File: src/rtl/uart_secure_rx_pkg.sv
// uart_secure_rx_pkg: shared key default, FSM state encoding and helpers
// for the secure UART receiver. KEY_VALUE may be overridden externally.
`ifndef KEY_VALUE
`define KEY_VALUE 8'hA5
`endif

package uart_secure_rx_pkg;

  typedef enum logic [2:0] {
    ST_IDLE,
    ST_START,
    ST_DATA,
    ST_STOP,
    ST_BREAK
  } rx_state_t;

  localparam logic [7:0] CNT_MAX = 8'hFF;

  function automatic logic [7:0] sat_inc8(
    input logic [7:0] v
  );
    return (v == CNT_MAX) ? v : v + 8'd1;
  endfunction

endpackage

File: src/rtl/uart_secure_rx_if.sv
// uart_secure_rx_if: valid/ready byte stream out of the receiver.
// master: drives m_data/m_valid, takes m_ready; slave: the reverse.
interface uart_secure_rx_if #(
  parameter int DBIT = 8
);
  logic [DBIT-1:0] m_data;
  logic            m_valid;
  logic            m_ready;

  modport master (
    output m_data,
    output m_valid,
    input  m_ready
  );

  modport slave (
    input  m_data,
    input  m_valid,
    output m_ready
  );
endinterface

File: src/rtl/uart_rx_fifo.sv
// uart_rx_fifo: first-word-fall-through FIFO, o_data is the head entry.
// Ports: clk, reset_n, i_push/i_data, i_pop, o_data, o_full, o_empty, o_drop.
module uart_rx_fifo
  import uart_secure_rx_pkg::*;
#(
  parameter int WIDTH = 8,
  parameter int DEPTH = 4
) (
  input  logic             clk,
  input  logic             reset_n,
  input  logic             i_push,
  input  logic [WIDTH-1:0] i_data,
  input  logic             i_pop,
  output logic [WIDTH-1:0] o_data,
  output logic             o_full,
  output logic             o_empty,
  output logic             o_drop
);
  localparam int AW = $clog2(DEPTH);

  logic [WIDTH-1:0] r_mem [DEPTH];
  logic [AW:0]      r_wptr;
  logic [AW:0]      r_rptr;
  logic             w_do_pop;
  logic             w_do_push;

  // Extra pointer MSB tells full from empty.
  assign o_empty = (r_wptr == r_rptr);
  assign o_full  = (r_wptr[AW] != r_rptr[AW]) &&
                   (r_wptr[AW-1:0] == r_rptr[AW-1:0]);

  // A same-cycle pop frees the slot a full push needs.
  assign w_do_pop  = i_pop && !o_empty;
  assign w_do_push = i_push && (!o_full || w_do_pop);
  assign o_drop    = i_push && !w_do_push;

  assign o_data = r_mem[r_rptr[AW-1:0]];

  always_ff @(posedge clk or negedge reset_n) begin
    if (!reset_n) begin
      r_wptr <= '0;
      r_rptr <= '0;
      for (int i = 0; i < DEPTH; i++)
        r_mem[i] <= '0;
    end else begin
      if (w_do_push) begin
        r_mem[r_wptr[AW-1:0]] <= i_data;
        r_wptr <= r_wptr + 1'b1;
      end
      if (w_do_pop)
        r_rptr <= r_rptr + 1'b1;
    end
  end
endmodule

File: src/rtl/xor_cipher.sv
// xor_cipher: combinational XOR with a fixed key.
// Ports: i_data (WIDTH) in, o_data (WIDTH) = i_data ^ KEY.
module xor_cipher #(
  parameter int              WIDTH = 8,
  parameter logic [WIDTH-1:0] KEY  = '0
) (
  input  logic [WIDTH-1:0] i_data,
  output logic [WIDTH-1:0] o_data
);
  assign o_data = i_data ^ KEY;
endmodule

File: src/rtl/uart_secure_rx.sv
// uart_secure_rx: 8N1 oversampling receiver, XOR decrypt, FWFT output FIFO.
// Ports: clk, reset_n, s_tick, rx, m_if (master: m_data/m_valid/m_ready),
//  rx_busy, frame_err, overrun, cnt_clr, frame_err_cnt, overrun_cnt.
// Macro UART_RX_ERR_CNT_EN enables the saturating error counters.
module uart_secure_rx
  import uart_secure_rx_pkg::*;
#(
  parameter int              DBIT       = 8,
  parameter int              S_TICK     = 16,
  parameter int              SB_TICK    = 16,
  parameter int              FIFO_DEPTH = 4,
  parameter logic [DBIT-1:0] KEY        = `KEY_VALUE
) (
  input  logic                    clk,
  input  logic                    reset_n,
  input  logic                    s_tick,
  input  logic                    rx,
  uart_secure_rx_if.master        m_if,
  output logic                    rx_busy,
  output logic                    frame_err,
  output logic                    overrun,
  input  logic                    cnt_clr,
  output logic [7:0]              frame_err_cnt,
  output logic [7:0]              overrun_cnt
);
  localparam int TMAX = (S_TICK > SB_TICK) ? S_TICK : SB_TICK;
  localparam int CW   = (TMAX > 1) ? $clog2(TMAX) : 1;
  localparam int BW   = (DBIT > 1) ? $clog2(DBIT) : 1;

  localparam logic [CW-1:0] C_HALF = CW'(S_TICK / 2 - 1);
  localparam logic [CW-1:0] C_BIT  = CW'(S_TICK - 1);
  localparam logic [CW-1:0] C_STOP = CW'(SB_TICK - 1);
  localparam logic [BW-1:0] B_LAST = BW'(DBIT - 1);

  logic            r_sync1;
  logic            r_rx_s;
  rx_state_t       r_state;
  rx_state_t       w_state_n;
  logic [CW-1:0]   r_cnt;
  logic [CW-1:0]   w_cnt_n;
  logic [BW-1:0]   r_bit;
  logic [BW-1:0]   w_bit_n;
  logic [DBIT-1:0] r_sh;
  logic [DBIT-1:0] w_sh_n;
  logic            w_push;
  logic            w_ferr;
  logic [DBIT-1:0] w_plain;
  logic            w_empty;
  logic            w_full;
  logic            w_drop;
  logic            w_pop;
  logic            r_frame_err;
  logic            r_overrun;

  always_ff @(posedge clk or negedge reset_n) begin
    if (!reset_n) begin
      r_sync1 <= 1'b1;
      r_rx_s  <= 1'b1;
    end else begin
      r_sync1 <= rx;
      r_rx_s  <= r_sync1;
    end
  end

  always_ff @(posedge clk or negedge reset_n) begin
    if (!reset_n) begin
      r_state <= ST_IDLE;
      r_cnt   <= '0;
      r_bit   <= '0;
      r_sh    <= '0;
    end else begin
      r_state <= w_state_n;
      r_cnt   <= w_cnt_n;
      r_bit   <= w_bit_n;
      r_sh    <= w_sh_n;
    end
  end

  always_comb begin
    w_state_n = r_state;
    w_cnt_n   = r_cnt;
    w_bit_n   = r_bit;
    w_sh_n    = r_sh;
    w_push    = 1'b0;
    w_ferr    = 1'b0;
    unique case (r_state)
      ST_IDLE: begin
        if (!r_rx_s) begin
          w_state_n = ST_START;
          w_cnt_n   = '0;
        end
      end
      ST_START: begin
        if (s_tick) begin
          if (r_cnt == C_HALF) begin
            w_cnt_n = '0;
            if (!r_rx_s) begin
              w_state_n = ST_DATA;
              w_bit_n   = '0;
            end else begin
              w_state_n = ST_IDLE;
            end
          end else begin
            w_cnt_n = r_cnt + 1'b1;
          end
        end
      end
      ST_DATA: begin
        if (s_tick) begin
          if (r_cnt == C_BIT) begin
            w_cnt_n = '0;
            w_sh_n  = {r_rx_s, r_sh[DBIT-1:1]};
            if (r_bit == B_LAST)
              w_state_n = ST_STOP;
            else
              w_bit_n = r_bit + 1'b1;
          end else begin
            w_cnt_n = r_cnt + 1'b1;
          end
        end
      end
      ST_STOP: begin
        if (s_tick) begin
          if (r_cnt == C_STOP) begin
            w_cnt_n = '0;
            if (r_rx_s) begin
              w_push    = 1'b1;
              w_state_n = ST_IDLE;
            end else begin
              w_ferr    = 1'b1;
              w_state_n = ST_BREAK;
            end
          end else begin
            w_cnt_n = r_cnt + 1'b1;
          end
        end
      end
      ST_BREAK: begin
        // Hold here so a stuck-low line reports once.
        if (r_rx_s)
          w_state_n = ST_IDLE;
      end
      default: begin
        w_state_n = ST_IDLE;
      end
    endcase
  end

  xor_cipher #(
    .WIDTH (DBIT),
    .KEY   (KEY)
  ) u_cipher (
    .i_data (r_sh),
    .o_data (w_plain)
  );

  assign w_pop = m_if.m_ready && !w_empty;

  uart_rx_fifo #(
    .WIDTH (DBIT),
    .DEPTH (FIFO_DEPTH)
  ) u_fifo (
    .clk     (clk),
    .reset_n (reset_n),
    .i_push  (w_push),
    .i_data  (w_plain),
    .i_pop   (w_pop),
    .o_data  (m_if.m_data),
    .o_full  (w_full),
    .o_empty (w_empty),
    .o_drop  (w_drop)
  );

  assign m_if.m_valid = !w_empty;
  assign rx_busy      = (r_state != ST_IDLE);

  always_ff @(posedge clk or negedge reset_n) begin
    if (!reset_n) begin
      r_frame_err <= 1'b0;
      r_overrun   <= 1'b0;
    end else begin
      r_frame_err <= w_ferr;
      r_overrun   <= w_drop;
    end
  end

  assign frame_err = r_frame_err;
  assign overrun   = r_overrun;

`ifdef UART_RX_ERR_CNT_EN
  logic [7:0] r_ferr_cnt;
  logic [7:0] r_ovr_cnt;
  logic       w_unused_full;

  assign w_unused_full = w_full;

  always_ff @(posedge clk or negedge reset_n) begin
    if (!reset_n) begin
      r_ferr_cnt <= '0;
      r_ovr_cnt  <= '0;
    end else if (cnt_clr) begin
      r_ferr_cnt <= '0;
      r_ovr_cnt  <= '0;
    end else begin
      if (r_frame_err)
        r_ferr_cnt <= sat_inc8(r_ferr_cnt);
      if (r_overrun)
        r_ovr_cnt <= sat_inc8(r_ovr_cnt);
    end
  end

  assign frame_err_cnt = r_ferr_cnt;
  assign overrun_cnt   = r_ovr_cnt;
`else
  logic w_unused_clr;

  assign w_unused_clr  = cnt_clr ^ w_full;
  assign frame_err_cnt = '0;
  assign overrun_cnt   = '0;
`endif
endmodule
File: src/flat_wrapper.sv
// flat-port wrapper written by rule: the top's interface ports become plain ports
module uart_secure_rx_flat import uart_secure_rx_pkg::*;
#(
  parameter int              DBIT       = 8,
  parameter int              S_TICK     = 16,
  parameter int              SB_TICK    = 16,
  parameter int              FIFO_DEPTH = 4,
  parameter logic [DBIT-1:0] KEY        = `KEY_VALUE
)
  (clk, reset_n, s_tick, rx, rx_busy, frame_err, overrun, cnt_clr, frame_err_cnt, overrun_cnt, m_if_m_data, m_if_m_valid, m_if_m_ready);
  uart_secure_rx_if #(.DBIT(DBIT)) m_if_i ();
  input  logic clk;
  input  logic reset_n;
  input  logic s_tick;
  input  logic rx;
  output logic rx_busy;
  output logic frame_err;
  output logic overrun;
  input  logic cnt_clr;
  output logic [7:0] frame_err_cnt;
  output logic [7:0] overrun_cnt;
  output wire logic [$bits(m_if_i.m_data)-1:0] m_if_m_data;
  output wire logic [$bits(m_if_i.m_valid)-1:0] m_if_m_valid;
  input wire logic [$bits(m_if_i.m_ready)-1:0] m_if_m_ready;
  assign m_if_m_data = m_if_i.m_data;
  assign m_if_m_valid = m_if_i.m_valid;
  assign m_if_i.m_ready = m_if_m_ready;
  uart_secure_rx #(.DBIT(DBIT), .S_TICK(S_TICK), .SB_TICK(SB_TICK), .FIFO_DEPTH(FIFO_DEPTH), .KEY(KEY)) u_core (.clk(clk), .reset_n(reset_n), .s_tick(s_tick), .rx(rx), .m_if(m_if_i), .rx_busy(rx_busy), .frame_err(frame_err), .overrun(overrun), .cnt_clr(cnt_clr), .frame_err_cnt(frame_err_cnt), .overrun_cnt(overrun_cnt));
endmodule
File: config.mk
export PLATFORM = sky130hd
export DESIGN_NAME = uart_secure_rx_flat
export DESIGN_NICKNAME = d
export VERILOG_FILES = /design/src/rtl/uart_secure_rx_pkg.sv /design/src/rtl/uart_secure_rx_if.sv /design/src/rtl/uart_rx_fifo.sv /design/src/rtl/xor_cipher.sv /design/src/rtl/uart_secure_rx.sv /design/src/flat_wrapper.sv
export SDC_FILE = /design/constraint.sdc
export NUM_CORES = 1
export LEC_CHECK = 0
export BUFFER_PORTS_ARGS = -buffer_cell sky130_fd_sc_hd__buf_4
export CORE_MARGIN = 2
export CORE_UTILIZATION = 45
export DETAILED_ROUTE_END_ITERATION = 6
export PLACE_DENSITY = 0.69
export SYNTH_ARGS = -nofsm -noshare
export SYNTH_HDL_FRONTEND = slang
export SYNTH_SLANG_ARGS = --single-unit
File: constraint.sdc
create_clock -name clk -period 1.9 [get_ports clk]
set_input_delay 0.19 -clock clk [delete_from_list [all_inputs] [get_ports clk]]
set_output_delay 0.19 -clock clk [all_outputs]
set_load 0.05 [all_outputs]
---- Yosys cells after proc, flatten, opt, wreduce, memory -nomap -nowiden ----
Index checks and enable logic that the tools add are counted.
word-level totals
  register bits after elaboration ......... 60
  logic and storage cells ................. 104
  input bits .............................. 6
  output and inout port bits .............. 28
operators by class
  bitwise gates (word level) .............. 3
  muxes and demuxes ....................... 39
  $lt $le $gt $ge ......................... 3
  add/subtract/negate cells ............... 4
  reduce and logical (&&, ||, !) cells .... 19
  equal/unequal tests ..................... 22
operators by type and width
  operator                                                count
  two-way mux 3 bit                                       16
  bitwise mux 32 bit                                      1
  two-way mux 8 bit                                       3
  two-way mux 4 bit                                       5
  binary-select mux 8 bit (select 2 bit)                  1
  demux 8 bit (select 2 bit)                              1
  case mux 3 bit (5 select lines)                         1
  inequality test 2 x 1 -> 1 bit (second input constant)  6
  inequality test 2 bit (second input constant)           6
  case mux 4 bit (3 select lines)                         1
  adder 3 x 1 -> 3 bit (second input constant)            3
  AND reduction 9 bit                                     1
  two-way mux 1 bit                                       8
  AND reduction 7 bit                                     1
  equality test 3 x 2 -> 1 bit (second input constant)    2
  equality test 3 bit (second input constant)             2
  >= comparator 3 bit (second input constant)             2
  logical AND 1 bit                                       6
  NOT 2 -> 3 bit                                          2
  case mux 3 bit (2 select lines)                         1
  nonzero test 3 bit                                      2
  adder 4 x 1 -> 4 bit (second input constant)            1
  equality test 4 x 3 -> 1 bit (second input constant)    1
  equality test 4 bit (second input constant)             1
  14 further kinds                                        16

---- Logic depth before layout (Yosys ltp) ----
  word-level depth ........................ 8
  gate-level depth with buffers ........... 5
  mapped depth without buffers ............ 5

---- Cells and area by module ----
A second synthesis with hierarchy kept.
second synthesis, totals
  cells, all modules ...................... 240
  area total of the unflattened synthesis .. 3181.8 um^2
modules (own cells, without submodules)
  module          cells each  sequential area each (um^2)  area each (um^2)  instances
  uart_rx_fifo    118         950.9                        1903.1            1
  uart_secure_rx  114         553.0                        1233.7            1
  xor_cipher      8           0.0                          45.0              1

---- Worst setup path after synthesis ----
OpenSTA, ideal clock, no wires.
  kind .................................... reg2reg
  from .................................... reg u_core.u_fifo.r_rptr[0]
  to ...................................... reg u_core.u_fifo.r_rptr[1]
  buffers on the path ..................... 1
  stages on the path, launching flop included .. 6
  path slack .............................. -0.065 ns
  data arrival time ....................... 1.840 ns
  setup time .............................. 0.125 ns
  data required time ...................... 1.775 ns
  clock period less this slack ............ 1.965 ns
  path through ............................ dfrtp_1 -> buf_4 -> xnor2_1 -> nand3b_1 -> nand2_1 -> mux2_2
on the way
  cells in the longest elaborated chain, start to end .. 4
  elaborated cells between the ends (all ways) .. 5
  classes of those cells .................. add/sub (1); eq/ne (1); reduce/logical (3)
ends and longest elaborated chain
  item                    RTL line               text
  start, declared         uart_rx_fifo.sv:23     logic [AW:0] r_rptr;
  start signal, assigned  uart_rx_fifo.sv:51     r_rptr <= r_rptr + 1'b1;
  equality test 3 bit *   uart_rx_fifo.sv:28     assign o_empty = (r_wptr == r_rptr);
  zero test 1 bit *       -
  via m_if_m_valid        flat_wrapper.sv:23     output wire logic [$bits(m_if_i.m_valid)-1:0] m_if_m_valid;
  logical AND 1 bit       uart_secure_rx.sv:157  assign w_pop = m_if.m_ready && !w_empty;
  logical AND 1 bit *     uart_rx_fifo.sv:33     assign w_do_pop = i_pop && !o_empty;
The timed path passes the listed nets; every way through them passes the cells marked *.
A chain may end at the register's enable or synchronous reset.

---- Final worst setup path ----
  from .................................... reg u_core.u_fifo.r_rptr[0]
  to ...................................... out m_if_m_data[4]
on the way
  cells in the longest elaborated chain, start to end .. 4
ends and longest elaborated chain
  item                                                   RTL line            text
  NOT 2 -> 3 bit (not written as such)                   uart_rx_fifo.sv:37  assign o_data = r_mem[r_rptr[AW-1:0]];
  binary-select mux 8 bit (select 2 bit)                 uart_rx_fifo.sv:37
  two-way mux 8 bit (not written as such) (2 in series)  uart_rx_fifo.sv:37
  end, declared                                          flat_wrapper.sv:22  output wire logic [$bits(m_if_i.m_data)-1:0] m_if_m_data;
Every way passes these cells. The select of a mux whose other input is x is not followed.

==> results.py <==
metrics = {
    "yosys": {
        "synth-seq-area-share_pct": 50.7,
        "netlist_area_sq_um": 2970,
        "ys_ff_latch": 60,
        "synth.avg_cell_area_sq_um": 12.6,
        "yosysUniqueCellTypes": 38,
        "synth_cells": 235,
        "synth-warning-count": 0,
    },
    "finish": {
        "final_area_sq_um": 3500,
        "num_antenna_cells": 0,
        "fin_nets": 286,
        "n_fill_cell": 537,
        "finish.utilization_pct": 55.2,
        "layout-drive-gt1-share_pct": 35.7,
        "area_growth_pct": 18.2,
    },
    "drt": {
        "vias_per_cell": 5.16,
        "vias": 1825,
        "drt-pass1-iter-count": 5,
        "wl_per_cell_microns": 14.4,
        "drt_iter0_drc": 78,
        "drtAntennaViolNets": 0,
        "drc": 0,
        "routed_wl_mm": 5.10,
    },
    "run_status": {
        "status": "completed",
    },
    "sta": {
        "maxSlewViolCount": 0,
        "setup_slack_ns": 0.0786,
        "hold-worst-slack_ns": 0.164,
        "rsz0062_at_grt": "yes",
        "fin_skew_ns": 0.00665,
        "fin_setup_tns_ns": 0,
        "tightest_slew_ns": 0.745,
        "finalCriticalPeriod_ns": 1.82,
        "slew_headroom_pct": 50.3,
        "min_period_over_period_pct": 95.9,
        "finalSetupViolCount": 0,
        "timing.fmax_ghz": 0.549,
        "hold_viol": 0,
    },
    "die": {
        "fp.dieW_microns": 85.2,
        "dieArea_sq_um": 7250,
        "pin_count": 34,
        "start_util_pct": 46.7,
        "core.rowCount": 29,
        "coreArea_sq_um": 6350,
        "die_y_microns": 85.2,
    },
    "clock_tree": {
        "tritoncts": "built",
        "cts_sinks": 60,
        "insertion_delay_ns": 0.34,
        "path_clk_slew_ns": 0.06,
        "cts_buffers": 9,
        "ctsRootBufferMaster": "clkbuf_8",
        "cts_buffer_depth": 2,
        "h-tree-depth": 3,
    },
    "worst_setup_path": {
        "arrival_ns": 1.63,
        "crit_start": "u_core.u_fifo.r_rptr[0]$_DFFE_PN0P_",
        "cp_max_fo": 10,
        "start_kind": "flop",
        "end_kind": "output pin",
        "reg2reg_from": "u_core.r_rx_s$_DFF_PN1_",
        "crit_type": "reg2out",
        "cp.required_ns": 1.71,
    },
    "placement": {
        "hpwl_mm": 3.39,
        "dp_slack_ns": 0.0528,
        "gp_congestion": 0.806,
        "placed_area_sq_um": 3220,
        "io_buffer_count": 16,
    },
    "global_route": {
        "antenna_found_initial": 0,
        "grt_pass1_wl_mm": 8.67,
        "track_usage_pct": 15.9,
        "grt_max_degree": 61,
        "grt_pass1_vias": 1732,
        "overflow": 0,
    },
    "run": {
        "maxCapViolations": 0,
    },
    "min_path": {
        "min_from": "m_if_m_ready",
        "min_path_type": "in2reg",
    },
    "power_and_ir_drop": {
        "irDropWorstVdd_uv": 627,
        "p_leak_nw": 1.82,
        "powerDensity_nw_per_um2": 1100,
    },
}
[Yosys cell counts, drive strengths merged]
| master | n | share of area [%] |
|---|---|---|
| nor3 | 1 | 0.17 |
| nand4 | 1 | 0.21 |
| or4 | 1 | 0.30 |
| nor2 | 8 | 1.0 |
| nor2b | 1 | 0.21 |
| buf | 21 | 5.0 |
| ha | 8 | 3.4 |
| dfstp | 2 | 1.8 |
| o21ai | 7 | 1.2 |
| nand3 | 8 | 2.4 |
| or4b | 1 | 0.34 |
| mux2 | 27 | 10 |
| a31oi | 1 | 0.21 |
| conb | 1 | 0.13 |
| nor3b | 1 | 0.25 |
| inv | 22 | 2.8 |
| dfrtp | 58 | 49 |
| nor4 | 1 | 0.72 |
| a211oi | 1 | 0.25 |
| a21oi | 3 | 0.51 |
| xor2 | 1 | 0.30 |
| mux4 | 8 | 6.1 |
| and3 | 2 | 0.46 |
| clkbuf | 3 | 0.38 |
| or3 | 2 | 0.42 |
| nand4b | 2 | 0.80 |
| a21o | 1 | 0.25 |
| xnor2 | 7 | 2.1 |
| nor4b | 2 | 0.59 |
| nand3b | 1 | 0.25 |
| a311oi | 3 | 0.89 |
| mux2i | 18 | 6.1 |
| nand2 | 11 | 1.4 |
[what timing repair did]
action                                  in CTS  in global routing
pin swaps                                    0                  1
resized for setup                            3                  2
hold endpoints to repair                    59                  0
hold buffers                                 2                  0
buffers inserted                             0                  2
endpoints found under the setup margin       8                 29
[cell families (layout without fill, tap and decap cells)]
logic type | count (synthesis) | count (layout) | share of synthesized area (%)
buf+inv | 46 | 73 | 8.14
compound gates | 16 | 16 | 3.29
mux | 53 | 53 | 22.4
xor+xnor | 8 | 8 | 2.36
other cells | 1 | 16 | 0.126
simple gates | 43 | 43 | 9.58
flops | 60 | 60 | 50.7
fa+ha+maj | 8 | 8 | 3.38
[per-layer routing]
metal	vias to the layer above	global-route usage (%)	share of wire (%)
li1	872	-	-
met1	903	22.2	48
met2	41	22.9	46
met3	9	5.54	4.7
met4	0	6.49	1.9
met5	-	0	0
[flip-flops by register name (all words and copies together), names as in the netlist, 3 cells and up]
| name | count |
|---|---|
| u_core.u_fifo.r_mem | 32 |
| u_core.r_cnt | 4 |
| u_core.u_fifo.r_wptr | 3 |
| u_core.r_bit | 3 |
| u_core.r_sh | 8 |
| u_core.u_fifo.r_rptr | 3 |
| u_core.r_state | 3 |
[power by group]
part | leakage (nW) | internal (mW) | total [mW] | switching, mW
Sequential | 0.719 | 1.40 | 1.56 | 0.152
Combinational | 0.975 | 0.421 | 0.962 | 0.541
Clock | 0.122 | 0.841 | 1.33 | 0.488
Total | 1.82 | 2.66 | 3.85 | 1.18
[through the flow]
| step | cells | power [mW] |
|---|---|---|
| finish | 354 | 3.85 |
| global route | 354 | 4.06 |
| CTS | 352 | 3.88 |
| detailed placement | 334 | 2.49 |
| global placement | 334 | 2.48 |
| floorplan | 250 | 2.27 |
[critical path: stages, from the launching register on]
cell and delay [ns]:
dfrtp_2 0.41, buf_12 0.16, mux4_2 0.52, buf_4 0.21
[cell type report]
class / instances / area (sq um) / share of cell area [%]
timing repair buffer: 35 / 293 / 8.35
sequential: 60 / 1510 / 43.0
clock inverter: 4 / 70.1 / 2.00
tap: 77 / 96.3 / 2.75
inverter: 22 / 82.6 / 2.36
clock buffer: 12 / 165 / 4.71
multi-input combinational: 144 / 1290 / 36.8
[cell usage in the layout (no fill, tap or decap), types with 2 or more instances in the layout]
cell and count:
xnor2_2 2, o21ai_0 7, buf_4 31, conb_1 16, dlygate4sd3_1 2, mux2i_1 18, dfrtp_1 56, nor2_1 8
mux2_2 27, or3_1 2, a21oi_1 3, clkinv_2 2, dfstp_2 2, xnor2_1 5, nand2_1 11, nand3_2 4
nor4b_1 2, mux4_2 8, inv_1 22, bufinv_16 2, a311oi_1 3, buf_12 2, dfrtp_2 2, nand3_1 3
clkbuf_8 12, ha_1 8
[worst paths after layout]
kind / endpoint / depth (start not counted) / slack, ns
hold reg to reg: u_core.r_rx_s$_DFF_PN1_ / 0 / 0.36
hold / removal: u_core.u_fifo.r_rptr[2]$_DFFE_PN0P_ / 3 / 0.16
min in group asynchronous: u_core.r_state[0]$_DFFE_PN0P_ / 2 / 0.46
setup / recovery: m_if_m_data[4] / 3 / 0.08
setup reg to reg: u_core.u_fifo.r_mem[2]$_DFFE_PN0P_ / 6 / 0.11
max in group asynchronous: u_core.u_fifo.r_rptr[0]$_DFFE_PN0P_ / 2 / 0.91
(Power assumes the default switching activity.)
